==> config.mk <==
export PLATFORM = sky130hd
export DESIGN_NAME = router_sync_nch
export DESIGN_NICKNAME = d
export VERILOG_FILES = /design/src/rtl/router_sync_nch.sv
export SDC_FILE = /design/constraint.sdc
export NUM_CORES = 1
export LEC_CHECK = 0
export ABC_AREA = 1
export BUFFER_PORTS_ARGS = -buffer_cell sky130_fd_sc_hd__buf_2
export CAP_MARGIN = 30
export CORE_ASPECT_RATIO = 0.7
export CORE_MARGIN = 5
export CORE_UTILIZATION = 35
export CTS_CLUSTER_DIAMETER = 50
export DETAILED_ROUTE_END_ITERATION = 8
export GPL_TIMING_DRIVEN = 0
export PLACE_DENSITY = 0.61
export SYNTH_ARGS = -nofsm -noshare
export SYNTH_HDL_FRONTEND = slang
export SYNTH_SLANG_ARGS = --single-unit
==> constraint.sdc <==
create_clock -name clock -period 1.6 [get_ports clock]
set_input_delay 0.32 -clock clock [delete_from_list [all_inputs] [get_ports clock]]
set_output_delay 0.32 -clock clock [all_outputs]
set_load 0.02 [all_outputs]
==> src/rtl/router_sync_nch.sv <==
// rtl/router_sync_nch.sv - NUM_CH-channel router synchroniser: address latch, write steering, read timeouts
// Optional macro ROUTER_SYNC_TIMEOUT_STS_EN adds sticky per-channel timeout status (timeout_sts / sts_clr).
module router_sync_nch #(
    parameter int NUM_CH  = 3,
    parameter int ADDR_W  = 2,
    parameter int TIMEOUT = 30,
    parameter int CNT_W   = 5
) (
    input  logic              clock,
    input  logic              reset,
    input  logic              detect_add,
    input  logic              write_enb_reg,
    input  logic [ADDR_W-1:0] data_in,
    input  logic [NUM_CH-1:0] full,
    input  logic [NUM_CH-1:0] empty,
    input  logic [NUM_CH-1:0] read_enb,
    output logic [NUM_CH-1:0] vld_out,
    output logic [NUM_CH-1:0] write_enb,
    output logic              fifo_full,
    output logic [NUM_CH-1:0] soft_reset,
    output logic              addr_err
`ifdef ROUTER_SYNC_TIMEOUT_STS_EN
    ,
    output logic [NUM_CH-1:0] timeout_sts,
    input  logic [NUM_CH-1:0] sts_clr
`endif
);

    localparam logic [CNT_W-1:0] TMO = CNT_W'(TIMEOUT);

    logic [ADDR_W-1:0] addr_q;
    logic [CNT_W-1:0]  cnt   [NUM_CH];
    logic [CNT_W-1:0]  cnt_d [NUM_CH];
    logic [NUM_CH-1:0] sr_d;

    // Channel is valid whenever its FIFO holds data, independent of reset.
    assign vld_out = ~empty;

    // Latch destination on header strobe; out-of-range addresses are flagged, not steered.
    always_ff @(posedge clock) begin
        if (reset) begin
            addr_q   <= '0;
            addr_err <= 1'b0;
        end else if (detect_add) begin
            addr_q   <= data_in;
            addr_err <= (32'(data_in) >= NUM_CH);
        end
    end

    // One-hot write steering and full-flag mux; loop compare keeps indexing in range.
    always_comb begin
        write_enb = '0;
        fifo_full = 1'b0;
        for (int i = 0; i < NUM_CH; i++) begin
            if (!addr_err && addr_q == ADDR_W'(i)) begin
                write_enb[i] = write_enb_reg;
                fifo_full    = full[i];
            end
        end
    end

    // Next-state of the per-channel timeout counters; a read always wins over a timeout.
    always_comb begin
        sr_d = '0;
        for (int i = 0; i < NUM_CH; i++) begin
            cnt_d[i] = '0;
            if (vld_out[i] && !read_enb[i]) begin
                if (cnt[i] == TMO) begin
                    sr_d[i] = 1'b1;
                end else begin
                    cnt_d[i] = cnt[i] + 1'b1;
                end
            end
        end
    end

    // Register counters and soft-reset pulses; reset truncates any in-flight pulse.
    always_ff @(posedge clock) begin
        if (reset) begin
            for (int i = 0; i < NUM_CH; i++) cnt[i] <= '0;
            soft_reset <= '0;
        end else begin
            for (int i = 0; i < NUM_CH; i++) cnt[i] <= cnt_d[i];
            soft_reset <= sr_d;
        end
    end

`ifdef ROUTER_SYNC_TIMEOUT_STS_EN
    // Sticky timeout status; a new pulse takes priority over a coincident clear.
    always_ff @(posedge clock) begin
        if (reset) begin
            timeout_sts <= '0;
        end else begin
            timeout_sts <= (timeout_sts & ~sts_clr) | sr_d;
        end
    end
`endif

endmodule

==> impl_metrics.env <==
export IMPL_r2r_start="cnt[0][0]"
export IMPL_grt_first_pass_wirelength_um=3422
export IMPL_r2r_slack_ns=0.51
export IMPL_vias_per_cell=4.521
export IMPL_rsz0062_at_grt="false"
export IMPL_period_share_pct=93.57
export IMPL_grt_max_degree=12
export IMPL_drive_gt1_share_pct=21.52
export IMPL_synthArstFlopShare_pct=0
export IMPL_crit_family="flip-flops"
export IMPL_pre_cts_ws_ns=0.3798
export IMPL_ir_worst_vdd_uv=412.8
export IMPL_tns_ns=0
export IMPL_crit_end="write_enb[1]"
export IMPL_fin_skew_ns=0.003879
export IMPL_crit_fanout=4
export IMPL_drc=0
export IMPL_antenna_found_initial=0
export IMPL_cts_root_buf="clkbuf_8"
export IMPL_yosys_warnings=0
export IMPL_drt_wl_total_um=1899
export IMPL_max_freq_mhz=668.0
export IMPL_syn_inst=129
export IMPL_die_area_mm2=0.003923
export IMPL_io_buffers=25
export IMPL_fin_ws_ns=0.1029
export IMPL_ys_ff_latch=21
export IMPL_gp_congestion=0.8268
export IMPL_r2r_end="cnt[0][0]"
export IMPL_ctsResizeCount=0
export IMPL_drv_cap=0
export IMPL_crit_cells=3
export IMPL_io_pins=26
export IMPL_grt_pass1_vias=849
export IMPL_fillers=273
export IMPL_yosys_area_top_type="dfxtp_1"
export IMPL_path_buf_inv=2
export IMPL_cts_buffers_inserted=3
export IMPL_synth_edf_count=0
export IMPL_ff2ff_path_depth=7
export IMPL_ys_types=17
export IMPL_cp_end_kind="output pin"
export IMPL_fp_dieH_um=53.93
export IMPL_critical_path_class="reg -> out"
export IMPL_area_delta_synth_final_pct=22.05
export IMPL_start_util_pct=37.79
export IMPL_post_dp_cell_area_mm2=0.001132
export IMPL_status="complete, no violations"
export IMPL_track_usage_pct=11.22
export IMPL_ys_seq_area_share_pct=43.58
export IMPL_synth_common_cells="24 x nand2_1, 23 x inv_1, 21 x dfxtp_1"
export IMPL_syn_nets=150
export IMPL_insertedDiodeCount=0
export IMPL_rows=15
export IMPL_crit_arrival_ns=1.18
export IMPL_clk_pin_slew_ns=0.07
export IMPL_powerDensity_mw_per_mm2=812.3
export IMPL_via_count=868
export IMPL_critPathLaunchType="flip-flop"
export IMPL_nets=180
export IMPL_cts_buffer_depth=2
export IMPL_overflow=0
export IMPL_cts_hold_buf=0
export IMPL_syn_area_per_cell_um2=7.478
export IMPL_hold_violations=0
export IMPL_slowest_stage="dfxtp_1"
export IMPL_postCtsSetupBuffers=0
export IMPL_insertion_delay_ns=0.25
export IMPL_multi_input_area_um2=454.2
export IMPL_min_path_type="in -> reg"
export IMPL_worst_pin_slew_ns=0.2187
export IMPL_worstSetupStartpoint="addr_q[0]"
export IMPL_hpwlAfterDp_um=1554
export IMPL_dr_pass1_iters=4
export IMPL_p_leak_uw=0.0005516
export IMPL_setup_viol=0
export IMPL_ant_nets=0
export IMPL_synth_most_common_cell="nand2_1"
export IMPL_finalMaxSlewViolations=0
export IMPL_core_area_mm2=0.002552
export IMPL_worstPathRequired_ns=1.28
export IMPL_drt_iter0_drc=29
export IMPL_netlist_area_um2=964.7
export IMPL_fin_area_mm2=0.001177
export IMPL_yosys_top_cells_area="dfxtp_1 44%, nand2_1 9.3%, inv_1 8.9%, ha_1 7.8%, nor2_1 7.8%"
export IMPL_relSlewSlack_pct=85.28
export IMPL_ys_flop_type="dfxtp_1"
export IMPL_htreeDepth=1
export IMPL_cp_cell_sequence="inv_1 > nor4_1 > buf_2"
export IMPL_cts_tree="yes"
export IMPL_crit_path_max_incr_delay_ns=0.38
export IMPL_die_x_um=72.75
export IMPL_post_route_min_period_ns=1.497
export IMPL_synth_top_area_share_pct=43.58
export IMPL_wl_per_cell_um=9.891
export IMPL_cts_num_sinks=21
export IMPL_regArea_um2=420.4
-- registers in the layout, summed over array words and instances, names as in the netlist --
register,cells
cnt,15
addr_q,2
addr_err,1
soft_reset,3
-- cell families (layout without fill, tap and decap cells) --
group,count (synthesis),after routing,share of synthesized area (%)
XOR/XNOR,3,3,2.724
AND/OR/NAND/NOR,71,71,34.50
AO/OA/AOI/OAI,4,4,2.074
flip-flops,21,21,43.58
adder cells (fa/ha/maj),6,6,7.782
buffers and inverters,24,53,9.338
-- worst min-delay path by stage --
stage                     start       endpoint  slack [ns]  cells after the start
finish              read_enb[1]  soft_reset[1]        0.24                      2
CTS                 read_enb[1]  soft_reset[1]        0.24                      2
global placement     cnt[0][10]     cnt[0][10]        0.47                      1
floorplan                 reset       addr_err        0.39                      1
detailed placement   cnt[0][10]     cnt[0][10]        0.47                      1
global route        read_enb[1]  soft_reset[1]        0.23                      2
-- cell type report --
cell class	instances	share of cell area, %
inverter	24	7.651
timing repair buffer	25	10.63
multi-input combinational	84	38.58
clock buffer	4	3.826
tap	34	3.613
sequential	21	35.71
-- metrics by stage --
| stage | hold slack, ns | cells | utilization (%) | total power [uW] |
|---|---|---|---|---|
| after global placement | 0.4661 | 188 | 44.36 | 636.6 |
| final | 0.2427 | 192 | 46.13 | 956.3 |
| after global routing | 0.2348 | 192 | 46.13 | 1009 |
| after CTS | 0.2380 | 192 | 46.13 | 974.3 |
| after floorplan | 0.3891 | 129 | - | 599.3 |
| after detailed placement | 0.4671 | 188 | 44.36 | 639.2 |
-- layer usage --
metal  global-route usage, %  wire length [um]  vias up
met2                   19.16               791       25
met4                   3.988                27        0
met5                       0                 0        -
li1                        -                 -      465
met1                   12.88               918      376
met3                   4.478               162        2
-- layout by cell type (no fill, tap or decap) --
| cell | netlist | final |
|---|---|---|
| nand2_2 | 2 | 2 |
| nor2_4 | 1 | 1 |
| clkbuf_1 | 0 | 1 |
| clkbuf_8 | 0 | 3 |
| nor2_2 | 1 | 1 |
| o21ai_0 | 1 | 1 |
| nand3_1 | 8 | 8 |
| ha_1 | 6 | 6 |
| inv_1 | 23 | 23 |
| nand4_1 | 10 | 10 |
| inv_2 | 1 | 1 |
| buf_2 | 0 | 25 |
| nand2_1 | 24 | 24 |
| nor2_1 | 20 | 20 |
| a21oi_1 | 3 | 3 |
| dfxtp_1 | 21 | 21 |
| nand2_4 | 1 | 1 |
| nor4_1 | 3 | 3 |
| xnor2_1 | 3 | 3 |
| nor3_1 | 1 | 1 |
-- worst reg2reg max path, cell delays in order, from the launching register on --
cell and delay [ns]:
dfxtp_1 0.41, inv_1 0.06, ha_1 0.19, nand2_1 0.12
nor2_4 0.05, inv_2 0.07, nand2_4 0.05, nor2_1 0.08
-- where the power goes --
| group | total, uW | internal (uW) | switching, uW |
|---|---|---|---|
| Sequential | 541 | 531 | 10.1 |
| Clock | 330 | 177 | 153 |
| Combinational | 85.8 | 34.3 | 51.6 |
| Total | 956 | 742 | 215 |
Power figures use the tool's default switching activity.
